File: config.mk
export PLATFORM = sky130hd
export DESIGN_NAME = display_scanout
export DESIGN_NICKNAME = d
export VERILOG_FILES = /design/src/rtl/display_scanout_pkg.sv /design/src/rtl/vga_timing.sv /design/src/rtl/display_scanout.sv
export SDC_FILE = /design/constraint.sdc
export NUM_CORES = 1
export LEC_CHECK = 0
export ABC_AREA = 1
export CORE_AREA = 2 2 81 83
export DETAILED_ROUTE_END_ITERATION = 8
export DIE_AREA = 0 0 83 85
export MAX_ROUTING_LAYER = met4
export REMOVE_ABC_BUFFERS = 1
export SLEW_MARGIN = 10
export SYNTH_ARGS = -nofsm -noshare
export SYNTH_HDL_FRONTEND = slang
export SYNTH_HIERARCHICAL = 1
export SYNTH_SLANG_ARGS = --single-unit
File: constraint.sdc
create_clock -name clk -period 6.5 [get_ports clk]
set_input_delay 0.65 -clock clk [delete_from_list [all_inputs] [get_ports clk]]
set_output_delay 0.65 -clock clk [all_outputs]
set_load 0.02 [all_outputs]
File: src/rtl/display_scanout_pkg.sv
// Shared VGA timing constants and framebuffer address layout, used by the
// scanout and by the renderer that fills the framebuffer.
package display_scanout_pkg;

   localparam int VGA_H_VIS  = 640;
   localparam int VGA_H_FP   = 16;
   localparam int VGA_H_SYNC = 96;
   localparam int VGA_H_BP   = 48;
   localparam int VGA_V_VIS  = 480;
   localparam int VGA_V_FP   = 10;
   localparam int VGA_V_SYNC = 2;
   localparam int VGA_V_BP   = 33;
   localparam int VGA_X_OFS  = 64;
   localparam int VGA_Y_OFS  = 112;

   localparam int IMG_W = 512;
   localparam int IMG_H = 256;
   localparam int FB_AW = 10;

   // One framebuffer row is 8 bytes on a 32-byte stride; each bit is an 8x8 block.
   function automatic logic [FB_AW-1:0] fb_addr(input logic [4:0] blk_row,
                                                 input logic [2:0] blk_byte);
      return {blk_row, 2'b00, blk_byte};
   endfunction

endpackage

File: src/rtl/vga_timing.sv
// Horizontal/vertical scan counters and raw (undelayed) active-low syncs.
// The *_nxt outputs are the values the counters take at the next clk edge.
module vga_timing
   import display_scanout_pkg::*;
#(
   parameter int H_VIS  = VGA_H_VIS,
   parameter int H_FP   = VGA_H_FP,
   parameter int H_SYNC = VGA_H_SYNC,
   parameter int H_BP   = VGA_H_BP,
   parameter int V_VIS  = VGA_V_VIS,
   parameter int V_FP   = VGA_V_FP,
   parameter int V_SYNC = VGA_V_SYNC,
   parameter int V_BP   = VGA_V_BP
) (
   input  logic       clk,
   input  logic       reset,
   output logic [9:0] hcnt_nxt,
   output logic [9:0] vcnt_nxt,
   output logic       hsync_raw,
   output logic       vsync_raw
);

   localparam int H_TOTAL = H_VIS + H_FP + H_SYNC + H_BP;
   localparam int V_TOTAL = V_VIS + V_FP + V_SYNC + V_BP;

   localparam logic [9:0] H_LAST = 10'(H_TOTAL - 1);
   localparam logic [9:0] V_LAST = 10'(V_TOTAL - 1);
   localparam logic [9:0] HS_BEG = 10'(H_VIS + H_FP);
   localparam logic [9:0] HS_END = 10'(H_VIS + H_FP + H_SYNC - 1);
   localparam logic [9:0] VS_BEG = 10'(V_VIS + V_FP);
   localparam logic [9:0] VS_END = 10'(V_VIS + V_FP + V_SYNC - 1);

   logic [9:0] hcnt;
   logic [9:0] vcnt;

   always_comb begin
      hcnt_nxt = hcnt + 10'd1;
      vcnt_nxt = vcnt;
      if (hcnt == H_LAST) begin
         hcnt_nxt = '0;
         vcnt_nxt = (vcnt == V_LAST) ? '0 : vcnt + 10'd1;
      end
   end

   // Syncs are decoded from the next count so they stay aligned with hcnt/vcnt.
   always_ff @(posedge clk or posedge reset) begin
      if (reset) begin
         hcnt      <= '0;
         vcnt      <= '0;
         hsync_raw <= 1'b1;
         vsync_raw <= 1'b1;
      end else begin
         hcnt      <= hcnt_nxt;
         vcnt      <= vcnt_nxt;
         hsync_raw <= ~((hcnt_nxt >= HS_BEG) && (hcnt_nxt <= HS_END));
         vsync_raw <= ~((vcnt_nxt >= VS_BEG) && (vcnt_nxt <= VS_END));
      end
   end

endmodule

File: src/rtl/display_scanout.sv
// Monochrome 512x256 framebuffer scanout: fetches one byte per 64 pixels and
// shows every bit as an 8x8 block, with pixel and syncs aligned at the pins.
module display_scanout
   import display_scanout_pkg::*;
#(
   parameter int H_VIS  = VGA_H_VIS,
   parameter int H_FP   = VGA_H_FP,
   parameter int H_SYNC = VGA_H_SYNC,
   parameter int H_BP   = VGA_H_BP,
   parameter int V_VIS  = VGA_V_VIS,
   parameter int V_FP   = VGA_V_FP,
   parameter int V_SYNC = VGA_V_SYNC,
   parameter int V_BP   = VGA_V_BP,
   parameter int X_OFS  = VGA_X_OFS,
   parameter int Y_OFS  = VGA_Y_OFS
) (
   input  logic       clk,
   input  logic       reset,
   output logic [9:0] fb_read_address,
   input  logic [7:0] fb_ram_out,
   output logic       vga_hsync,
   output logic       vga_vsync,
   output logic       vga_pixel,
   output logic       vblank,
   output logic       frame_start
);

   // The image is clipped to the visible area so nothing lights during blanking.
   localparam int X_LIM = (X_OFS + IMG_W < H_VIS) ? X_OFS + IMG_W : H_VIS;
   localparam int Y_LIM = (Y_OFS + IMG_H < V_VIS) ? Y_OFS + IMG_H : V_VIS;

   localparam logic [9:0] X_BEG = 10'(X_OFS);
   localparam logic [9:0] X_END = 10'(X_LIM);
   localparam logic [9:0] Y_BEG = 10'(Y_OFS);
   localparam logic [9:0] Y_END = 10'(Y_LIM);
   localparam logic [9:0] V_BLK = 10'(V_VIS);

   logic [9:0] hcnt_nxt;
   logic [9:0] vcnt_nxt;
   logic       hsync_raw;
   logic       vsync_raw;
   logic       img_act;
   logic [5:0] dx_blk;
   logic [4:0] dy_blk;

   logic       vld_p0;
   logic [2:0] bsel_p0;
   logic       vld_p1;
   logic [2:0] bsel_p1;
   logic       hs_p1;
   logic       vs_p1;

   vga_timing #(
      .H_VIS (H_VIS),
      .H_FP  (H_FP),
      .H_SYNC(H_SYNC),
      .H_BP  (H_BP),
      .V_VIS (V_VIS),
      .V_FP  (V_FP),
      .V_SYNC(V_SYNC),
      .V_BP  (V_BP)
   ) u_timing (
      .clk      (clk),
      .reset    (reset),
      .hcnt_nxt (hcnt_nxt),
      .vcnt_nxt (vcnt_nxt),
      .hsync_raw(hsync_raw),
      .vsync_raw(vsync_raw)
   );

   assign img_act = (hcnt_nxt >= X_BEG) && (hcnt_nxt < X_END) &&
                    (vcnt_nxt >= Y_BEG) && (vcnt_nxt < Y_END);
   assign dx_blk  = 6'((hcnt_nxt - X_BEG) >> 3);
   assign dy_blk  = 5'((vcnt_nxt - Y_BEG) >> 3);

   always_ff @(posedge clk or posedge reset) begin
      if (reset) begin
         fb_read_address <= '0;
         vld_p0          <= 1'b0;
         bsel_p0         <= '0;
         vld_p1          <= 1'b0;
         bsel_p1         <= '0;
         hs_p1           <= 1'b1;
         vs_p1           <= 1'b1;
         vga_pixel       <= 1'b0;
         vga_hsync       <= 1'b1;
         vga_vsync       <= 1'b1;
         vblank          <= 1'b0;
         frame_start     <= 1'b0;
      end else begin
         // stage 0: address and bit select for the pixel now on the counters
         if (img_act)
            fb_read_address <= fb_addr(dy_blk, dx_blk[5:3]);
         vld_p0  <= img_act;
         bsel_p0 <= dx_blk[2:0];
         // stage 1: the RAM returns the stage-0 byte during this cycle
         vld_p1  <= vld_p0;
         bsel_p1 <= bsel_p0;
         hs_p1   <= hsync_raw;
         vs_p1   <= vsync_raw;
         // stage 2: pins, bit 7 of the byte is the leftmost block
         vga_pixel <= vld_p1 & fb_ram_out[3'd7 - bsel_p1];
         vga_hsync <= hs_p1;
         vga_vsync <= vs_p1;
         vblank      <= (vcnt_nxt >= V_BLK);
         frame_start <= (vcnt_nxt == V_BLK) && (hcnt_nxt == '0);
      end
   end

endmodule

==> impl_metrics.ini <==
[clocking]
cts_tree = built
cts_made_buffers = 5
cts_max_path_buffers = 2
cts.root.buffer_cell = clkbuf_8
cts.htree.levels = 2
cts_hold_buf = 0
post-cts-setup-buffers = 0
clock-sinks = 45
cts.repair.resized = 0
clk_latency_ps = 290
clkTransAtPathRegs_ps = 90

[sta]
final-setup-viol-count = 0
layout_min_cycle_time_ps = 2460
worstMarginPinSlew_ps = 870
rsz0062_at_grt = false
fmax_mhz = 406
finalWorstSetupSlack_ps = 4040
maxSlewHeadroom = 0.419
fin_tns_setup_ps = 0
hold_viol = 0
fin_worst_skew_ps = 8.83
maxSlewViolCount = 0
fin_crit_sh = 0.379

[critical_path]
crit_fanout = 9
path_cells = nor2_1 -> nand2_1 -> nor2_1 -> nand2_1 -> nor2_1 -> nand2_1 -> nand2_1 -> nand3b_1 -> inv_1 -> inv_1 -> nand2_1 -> nor2_1 -> nor2_4 -> nand3_4 -> nand2_1 -> nand2_1
crit_top_cell = nand2_1
end_kind = flip-flop
cp_slowest_cell = dfrtp_1
critical_path_class = reg2reg
cp-start-kind = flip-flop
cpPeakStageDelay_ps = 430
cp.required_ps = 6690
worst-path-buf-inv = 2
cp_top_family = simple AND/OR/NAND/NOR gates
cp.arrival_ps = 2650

[route]
dr.pass1.iters = 4
drc_errors = 0
vias = 1866
ant_nets = 0
wl_per_cell_um = 11.4
drt-total-wl_um = 4510
first_iter_violations = 83
viasPerCell = 4.70

[yosys]
post_synth_instance_area_um2 = 2370
synth_simple_gate_area_frac = 0.341
yosysUniqueCellTypes = 27
yosys-top-cells-area = dfrtp_1 41%, nand2_1 13%, inv_1 7.0%, dfstp_2 6.7%, nor2_1 6.0%
yosysTopAreaCell = dfrtp_1
synth-seq-cells = 45
synth_xor_area_frac = 0.00740
synth_compound_area_frac = 0.0449
synth_top_family_by_area = simple AND/OR/NAND/NOR gates
seq_area_frac_synth = 0.479
synthMuxAreaShare = 0
ys_warn_count = 6
synth_top_area_share = 0.412
syn_area_per_cell_um2 = 8.11
synthAdderAreaFrac = 0.0423
netlist_instances = 292

[grt]
grt_antenna_before_repair = 0
grt_pass1_vias = 1839
grt_pass1_wl_um = 8160
grt_max_degree = 24
grt_overflow = 0
grt_usage = 0.145

[final_layout]
drive_gt1_frac = 0.0969
utilization = 0.443
fin_nets = 337
area_growth_pct = 16.1
final_common_cell = nand2_1
n_antenna_cell = 0
final_cell_mix = 79 x nand2_1, 44 x inv_1, 39 x dfrtp_1, 38 x nor2_1, 22 x clkdlybuf4s50_1
fillerInstances = 610

[floorplanning]
die_area_um2 = 7060
rows = 29
num_io_pins = 25
start_util = 0.382
core_um2 = 6200
die_w_um = 83
die_h_um = 85

[placement]
dp_hpwl_um = 3460
gp_congestion = 0.806
dp_slack_ps = 4090
portBuffers = 22

[power]
power.leakage_uw = 0.00132
p_int_uw = 361
swShare = 0.223
power_frac_comb = 0.028
p_switching_uw = 104
pwr-share-seq = 0.603
powerDensity_nw_per_um2 = 169
irDropWorstVdd_mv = 0.171
pwr-share-clk = 0.370

[outcome]
outcome = complete, no violations

[hold_path]
worstHoldPathType = reg2reg

[job]
maxCapViolations = 0
-- power by group through the flow --
stage	clock network, µW	logic (µW)	registers, µW
global placement	0	13.1	285
floorplan	0	6.15	285
finish	172	12.8	280
global route	191	14.9	280
detailed placement	0	13.2	285
CTS	179	13.3	280
-- registers in the layout, indices dropped and copies added, names as in the netlist, 3 cells and up --
name and cells:
u_timing/hcnt 10, bsel_p1 3, u_timing/vcnt 10, bsel_p0 3, fb_read_address 8
-- path summary, 6_finish.rpt --
check                                          end        startpoint  slack, ps  cells after the start
worst max-delay path            fb_read_address[1]  u_timing/hcnt[5]       4040                     16
worst min-delay path                    bsel_p1[1]        bsel_p0[1]        350                      0
worst max register to register  fb_read_address[1]  u_timing/hcnt[5]       4040                     16
worst min register to register          bsel_p1[1]        bsel_p0[1]        350                      0
max in group asynchronous                   vblank             reset       5100                      2
min in group asynchronous         u_timing/hcnt[5]             reset        840                      2
-- Yosys cell counts --
cell type,number
nand3_1,21
o21ai_4,1
conb_1,1
o211ai_1,1
nor2_1,38
dfrtp_1,39
o21ai_0,12
ha_1,8
nor2_8,1
nand3_4,2
buf_8,1
nor2_4,3
nand3_2,3
nand3b_1,2
nor2_2,3
nand2_1,79
buf_4,2
xor2_1,2
dfstp_2,6
nand2_2,3
inv_2,1
inv_1,44
and2_1,1
nor3_1,2
nand4_1,12
a21oi_1,3
o21bai_1,1
-- area by class of cell --
type	instances	area, µm²	area share
Sequential cell	45	1130	0.412
Multi-Input combinational cell	200	1040	0.378
Timing Repair Buffer	22	220	0.0801
Inverter	45	169	0.0614
Tap cell	77	96.3	0.0350
Clock buffer	5	68.8	0.0250
Clock inverter	3	22.5	0.00819
-- layer usage --
layer	vias to the layer above	track usage	part of all wire	routed length, µm
met5	-	-	0	0
met4	0	0.0432	0.012	53
met3	6	0.0331	0.037	168
met2	47	0.235	0.47	2110
met1	848	0.184	0.48	2180
li1	965	-	-	-
-- through the flow --
stage               hold slack, ps  area [µm²]  std cells  total power (µW)
floorplan                      331        2340        290               291
detailed placement             337        2660        389               298
finish                         352        2750        397               464
global placement               334        2660        389               298
CTS                            356        2750        397               472
global route                   355        2750        397               486
-- worst reg2reg max path: cells and delay by family (launching register included) --
family                 cells  cell delay (ps)
and+or+nand+nor           14             1760
DFF                        1              430
buffers and inverters      2              160
-- cells by family after synthesis --
logic type / after synthesis
other: 1
adder cells (fa/ha/maj): 8
flip-flops: 45
AO/OA/AOI/OAI: 18
buffers and inverters: 48
XOR/XNOR: 2
AND/OR/NAND/NOR: 170
No activity file was read; power rests on OpenSTA's default activity.
